[src/rtl/mpu_guard_pkg.sv]
// Shared types and helpers for the per-context MPU guard: the region config word layout
// and the load/store opcode encoding.
package mpu_guard_pkg;

    localparam int MPU_ADDR_W = 16;

    localparam logic OP_LOAD  = 1'b0;
    localparam logic OP_STORE = 1'b1;

    function automatic int cfg_w(input int addr_w);
        return 2 * addr_w;
    endfunction

    localparam int CFG_W = cfg_w(MPU_ADDR_W);

    // Base is word aligned, so its two low bits are implicit zeros.
    typedef struct packed {
        logic [MPU_ADDR_W-3:0] base;
        logic [MPU_ADDR_W-1:0] len;
        logic                  wr_en;
        logic                  rd_en;
    } region_t;

    function automatic region_t cfg_unpack(input logic [CFG_W-1:0] w);
        return region_t'(w);
    endfunction

    function automatic logic [CFG_W-1:0] cfg_pack(input region_t r);
        return CFG_W'(r);
    endfunction

endpackage

[src/rtl/mpu_ep_stack.sv]
// Entry-pointer stack: the SP is pushed on interrupt entry and popped on return.
// EP is the top entry, or 0 when the stack is empty.
module mpu_ep_stack #(
    parameter int ADDR_W     = 16,
    parameter int NEST_DEPTH = 8
) (
    input  logic              clk,
    input  logic              reset,
    input  logic              enter_i,
    input  logic              exit_i,
    input  logic [ADDR_W-1:0] sp_i,
    output logic [ADDR_W-1:0] ep_o,
    output logic              ovf_o,
    output logic              unf_o
);

    localparam int DW = $clog2(NEST_DEPTH + 1);
    localparam int IW = (NEST_DEPTH > 1) ? $clog2(NEST_DEPTH) : 1;

    logic [DW-1:0]     depth_q, depth_d;
    logic [ADDR_W-1:0] stk_q [NEST_DEPTH];
    logic              empty, full, push, pop, repl;
    logic [IW-1:0]     top_idx, wr_idx;

    assign empty   = (depth_q == '0);
    assign full    = (depth_q == DW'(NEST_DEPTH));
    assign top_idx = IW'(depth_q - DW'(1));

    // Enter together with exit replaces the top, except on an empty stack where it pushes.
    assign repl  = enter_i && exit_i && !empty;
    assign push  = enter_i && (!exit_i || empty) && !full;
    assign pop   = exit_i && !enter_i && !empty;
    assign ovf_o = enter_i && !exit_i && full;
    assign unf_o = exit_i && !enter_i && empty;

    assign wr_idx = repl ? top_idx : IW'(depth_q);
    assign ep_o   = empty ? '0 : stk_q[top_idx];

    always_comb begin
        depth_d = depth_q;
        if (push)
            depth_d = depth_q + DW'(1);
        else if (pop)
            depth_d = depth_q - DW'(1);
    end

    always_ff @(posedge clk) begin
        if (reset)
            depth_q <= '0;
        else
            depth_q <= depth_d;
    end

    always_ff @(posedge clk) begin
        if (push || repl)
            stk_q[wr_idx] <= sp_i;
    end

endmodule

[src/rtl/mpu_ctx_guard.sv]
// Per-context memory protection unit: own-stack-frame check against the nested EP plus
// programmable region windows. Optional macro MPU_GUARD_FAULT_CNT_EN adds fault_cnt.
module mpu_ctx_guard
    import mpu_guard_pkg::*;
#(
    parameter int ADDR_W     = MPU_ADDR_W,
    parameter int CTX        = 9,
    parameter int REGIONS    = 4,
    parameter int NEST_DEPTH = 8
) (
    input  logic                       clk,
    input  logic                       reset,
    input  logic                       acc_valid,
    input  logic                       acc_store,
    input  logic [ADDR_W-1:0]          acc_addr,
    input  logic [ADDR_W-1:0]          sp,
    input  logic [$clog2(CTX)-1:0]     ctx_id,
    input  logic                       ctx_enter,
    input  logic                       ctx_exit,
    input  logic                       cfg_we,
    input  logic [$clog2(CTX)-1:0]     cfg_ctx,
    input  logic [$clog2(REGIONS)-1:0] cfg_idx,
    input  logic [2*ADDR_W-1:0]        cfg_wdata,
    input  logic                       fault_clr,
    output logic                       fault_o,
    output logic                       fault_pending,
    output logic [ADDR_W-1:0]          fault_addr,
    output logic [$clog2(CTX)-1:0]     fault_ctx,
    output logic                       fault_store,
`ifdef MPU_GUARD_FAULT_CNT_EN
    output logic [7:0]                 fault_cnt,
`endif
    output logic                       nest_err
);

    localparam int CTX_W = $clog2(CTX);
    localparam int EW    = ADDR_W + 1;

    logic [ADDR_W-1:0] ep;
    logic              ovf, unf;

    mpu_ep_stack #(
        .ADDR_W     (ADDR_W),
        .NEST_DEPTH (NEST_DEPTH)
    ) u_ep_stack (
        .clk     (clk),
        .reset   (reset),
        .enter_i (ctx_enter),
        .exit_i  (ctx_exit),
        .sp_i    (sp),
        .ep_o    (ep),
        .ovf_o   (ovf),
        .unf_o   (unf)
    );

    region_t tbl_q [CTX][REGIONS];

    always_ff @(posedge clk) begin
        if (reset) begin
            for (int c = 0; c < CTX; c++)
                for (int r = 0; r < REGIONS; r++)
                    tbl_q[c][r] <= '0;
        end else if (cfg_we && (int'(cfg_ctx) < CTX)) begin
            tbl_q[cfg_ctx][cfg_idx] <= cfg_unpack(cfg_wdata);
        end
    end

    // Window bounds use one extra bit so a region ending past the top of memory never wraps.
    logic                ctx_ok;
    logic [REGIONS-1:0]  grant;
    logic                allowed, viol;

    assign ctx_ok = (int'(ctx_id) < CTX);

    for (genvar k = 0; k < REGIONS; k++) begin : g_region
        region_t        r;
        logic [EW-1:0]  bot, top, a;
        logic           hit, perm;

        assign r    = ctx_ok ? tbl_q[ctx_id][k] : '0;
        assign bot  = {1'b0, r.base, 2'b00};
        assign top  = bot + EW'(r.len);
        assign a    = {1'b0, acc_addr};
        assign hit  = (a >= bot) && (a <= top);
        assign perm = (acc_store == OP_LOAD) ? r.rd_en : r.wr_en;
        assign grant[k] = hit && perm;
    end

    assign allowed = (acc_addr < ep) || (|grant);
    assign viol    = acc_valid && !allowed;

    logic               fault_q, pend_q, pend_d, st_q, st_d, nerr_q, nerr_d;
    logic [ADDR_W-1:0]  addr_q, addr_d;
    logic [CTX_W-1:0]   fctx_q, fctx_d;

    always_comb begin
        pend_d = pend_q;
        addr_d = addr_q;
        fctx_d = fctx_q;
        st_d   = st_q;
        nerr_d = nerr_q;
        if (viol && (!pend_q || fault_clr)) begin
            pend_d = 1'b1;
            addr_d = acc_addr;
            fctx_d = ctx_id;
            st_d   = acc_store;
        end else if (fault_clr) begin
            pend_d = 1'b0;
        end
        if (ovf || unf)
            nerr_d = 1'b1;
        else if (fault_clr)
            nerr_d = 1'b0;
    end

    // Check stage: results appear one cycle after the access.
    always_ff @(posedge clk) begin
        if (reset) begin
            fault_q <= 1'b0;
            pend_q  <= 1'b0;
            addr_q  <= '0;
            fctx_q  <= '0;
            st_q    <= 1'b0;
            nerr_q  <= 1'b0;
        end else begin
            fault_q <= viol;
            pend_q  <= pend_d;
            addr_q  <= addr_d;
            fctx_q  <= fctx_d;
            st_q    <= st_d;
            nerr_q  <= nerr_d;
        end
    end

    assign fault_o       = fault_q;
    assign fault_pending = pend_q;
    assign fault_addr    = addr_q;
    assign fault_ctx     = fctx_q;
    assign fault_store   = st_q;
    assign nest_err      = nerr_q;

`ifdef MPU_GUARD_FAULT_CNT_EN
    logic [7:0] cnt_q, cnt_d;

    always_comb begin
        cnt_d = cnt_q;
        if (fault_clr)
            cnt_d = viol ? 8'd1 : 8'd0;
        else if (viol && (cnt_q != 8'hFF))
            cnt_d = cnt_q + 8'd1;
    end

    always_ff @(posedge clk) begin
        if (reset)
            cnt_q <= '0;
        else
            cnt_q <= cnt_d;
    end

    assign fault_cnt = cnt_q;
`endif

endmodule

[config.mk]
export PLATFORM = sky130hd
export DESIGN_NAME = mpu_ctx_guard
export DESIGN_NICKNAME = d
export VERILOG_FILES = /design/src/rtl/mpu_guard_pkg.sv /design/src/rtl/mpu_ep_stack.sv /design/src/rtl/mpu_ctx_guard.sv
export SDC_FILE = /design/constraint.sdc
export NUM_CORES = 2
export LEC_CHECK = 0
export CORE_MARGIN = 8
export CORE_UTILIZATION = 50
export DETAILED_ROUTE_END_ITERATION = 16
export GPL_TIMING_DRIVEN = 0
export PLACE_DENSITY = 0.66
export SYNTH_ARGS = -nofsm -noshare
export SYNTH_HDL_FRONTEND = slang
export SYNTH_HIERARCHICAL = 1
export SYNTH_SLANG_ARGS = --single-unit
[constraint.sdc]
create_clock -name clk -period 8.9 [get_ports clk]
set_input_delay 0.89 -clock clk [delete_from_list [all_inputs] [get_ports clk]]
set_output_delay 0.89 -clock clk [all_outputs]
set_load 0.01 [all_outputs]
==> summary.txt <==
Synthesis
  – Cell taking the most area after synthesis: edfxtp_1
  – Synth Warn #: 6
  – Mapped Area: 62100 um2
  – Yosys cell types: 82
  – Register bit count reported by yosys: 1325
  – Top cells by area, synth: edfxtp_1 (63%), mux4_2 (6.2%), nor2_1 (6.0%), mux2i_1 (4.4%), ha_1 (3.9%)
  – Area share of the largest cell type after synthesis: 62.7%
  – Sequential share of the synthesized area: 63.6%
  – Post-synth top cells: edfxtp_1 (1297), nor2_1 (988), a21oi_1 (314)
  – Top_reg_cell synth: edfxtp_1
  – Mapped Cells: 4736
  – Post-synth EDFFs: 1297
  – Most frequent cell after synthesis: edfxtp_1
  – Mean Syn Cell Area: around 13 um2
  – Asr flop ratio synth: 0%

Timing
  – FMAX: 116 MHz
  – Final setup fails: 0
  – RSZ-0062 raised after global routing: false
  – Final hold violation count: 0
  – Setup ws final: 0.312 ns
  – Max-Slew Margin vs Limit: 1.81%
  – Final period util: 96.5%
  – Fin crit period: between 8 and 9 ns
  – Fin Hold WS: 0.477 ns
  – Slew Viols, Final: 0
  – Clock skew: ~0.019 ns
  – Worst-Margin Slew: 1.47 ns

GRT
  – Gr usage total: 30.0%
  – Initial antenna violation count: 10
  – GR Util met3: under 10%
  – First-pass GRT wire length: 292 mm
  – Largest net degree at the start of global routing: 33
  – Total global routing overflow: 0
  – M2 GR Usage: between 40% and 50%
  – Layer with the highest usage: met2
  – Met1 Use GR: about two fifths
  – Vias in the first global route: 40700

Floorplan
  – Die Wd: 368 um
  – Core area: 123000 um2
  – I/O pin cnt: 106
  – Starting Density: approximately half
  – Rows: 129
  – Die Y-Extent: 368 um
  – Die area: 136000 um2

Run
  – Max_cap viols: 0

Clock tree
  – Hold buffers post-CTS: 0
  – Later-pin clock latency in the skew report: 0.77 ns
  – Post-CTS Setup Repair Bufs: 0
  – Clock Path Buffers: 3
  – Cts repair resizes: 0
  – CTS tree: yes
  – Clock transition at the registers of the reported paths: 0.06 ns
  – H-Tree Depth: 4
  – CTS root buffer: clkbuf_16
  – Cts bufs inserted: 138
  – Clk sinks: 1325

Worst setup path
  – CP required: 9.55 ns
  – Crit-path max FO: 10
  – Crit. End Element: flip-flop
  – Cell mode on critical path: a21oi_1
  – Crit Path Category: in -> reg
  – Delay of the slowest critical-path stage: 1.00 ns
  – CP max-delay cell: clkbuf_1
  – Critical path launch point type: input pin
  – Arrival @ worst endpoint: 9.23 ns

Detailed routing
  – Detailed Route WL: between 200 and 250 mm
  – Initial DRC count: around 6500
  – Detail Route Antenna Nets: 0
  – Via count of the routed design: about 43000
  – Avg WL per Cell: 30.7 um
  – DR pass1 iterations: 5
  – Vias per cell: 6.28
  – DRC Markers: 0

Outcome
  – Status: complete, no violations

Placed design
  – Hpwl dp: 148 mm
  – Worst slack, placed: -0.213 ns
  – Buffers on Ports: 102
  – GPL Wtd Cong: 1.02
  – Cell area after placement: 66000 um2

Power
  – Tot Pwr: 15.2 mW
  – Sw power: 3.93 mW
  – Sw Ratio: 25.8%
  – PwrDens: ~220 nW/um2
  – Clk pwr share: between 30 and 40%
  – Reg power frac: 48.1%
  – Gate power share: 14.4%
  – Pint: 11.3 mW
  – Static leakage: around 25 nW
  – VDD IR max: around 220 uV

Finish
  – Final design instance area without fill: 70400 um2
  – P&R area growth vs syn: 13.4%
  – Layout cells sized above 1: 10.2%
  – Final #Nets: 5309

Min path
  – Min-delay worst type: reg -> reg
[worst paths after layout]
check	start	cells after the start	slack (ns)	end
worst max-delay path	ctx_id[1]	29	0.31	fault_addr[14]
worst min-delay path	fault_addr[3]	2	0.48	fault_addr[3]
worst max register to register	tbl_q[7][19]	25	2.43	fault_addr[14]
worst min register to register	fault_addr[3]	2	0.48	fault_addr[3]
[kinds of logic (layout without fill, tap and decap cells)]
group / count (synthesis) / in the layout / share of synthesized area [%]
buf+inv: 643 / 1028 / 4.19
flops: 1325 / 1325 / 63.6
xor+xnor: 47 / 47 / 0.663
fa+ha+maj: 197 / 197 / 4.02
simple gates: 1445 / 1445 / 10.1
mux: 445 / 445 / 10.7
other cells: 1 / 26 / 0.00604
compound gates: 633 / 633 / 6.68
[layout make-up]
type / count / area, um2
repair buffers: 138 / 1680
flip-flops and latches: 1325 / 39500
well taps: 1637 / 2050
multi-input cells: 2784 / 20200
diodes: 9 / 22.5
clock inverters: 63 / 539
clock buffers: 184 / 3830
inverters: 281 / 1050
plain buffers: 362 / 1550
fillers: 9794 / 53000
[power groups by stage]
stage / registers (mW) / clock network [mW] / logic [mW]
final: 7.31 / 5.70 / 2.19
after global routing: 7.34 / 5.93 / 2.33
after CTS: 7.31 / 5.71 / 2.15
after detailed placement: 7.44 / 0 / 2.14
after global placement: 7.44 / 0 / 2.06
after floorplan: 7.41 / 0 / 1.33
[through the flow]
| stage | util, % | TNS, ns | std cells |
|---|---|---|---|
| after detailed placement | 53.5 | -2.58 | 6527 |
| after global routing | 57.0 | 0 | 6774 |
| after global placement | 52.8 | -3.46 | 6491 |
| final | 57.0 | 0 | 6783 |
| after floorplan | - | 0 | 4752 |
| after CTS | 57.0 | 0 | 6774 |
[registers in the layout, indices dropped and copies added, names as in the netlist]
register	count
fault_store	1
fault_addr	16
u_ep_stack/depth_q	4
fault_pending	1
nest_err	1
fault_o	1
tbl_q	1169
u_ep_stack/stk_q	128
fault_ctx	4
[critical path, delay by kind of cell]
family / cells / cell delay (ns)
fa+ha+maj: 3 / 1.09
simple gates: 6 / 1.47
buf+inv: 8 / 2.94
compound gates: 9 / 2.11
mux: 2 / 0.57
xor+xnor: 1 / 0.10
[layer usage]
layer,vias up,part of all wire [%]
met5,-,0.029
li1,18000,-
met2,3031,44
met4,8,5.5
met3,458,13
met1,21200,37
[placed cells by master, fill, tap and decap left out, types with 20 or more instances in the layout]
master,instances
mux4_2,172
a21o_1,28
buf_1,24
nand3_1,26
a21oi_1,314
mux2i_1,270
and3_1,134
buf_2,40
clkdlybuf4s50_1,102
xor2_1,28
nand2b_2,33
nor2_1,987
nand2_1,110
o21ai_0,47
clkbuf_16,145
nand2b_1,45
clkbuf_1,311
nor3_1,20
a221oi_1,66
ha_1,193
clkinv_1,29
buf_12,23
edfxtp_1,1297
a221o_1,56
inv_1,280
dfxtp_1,28
Note: power is estimated with default switching activity, not from simulation.
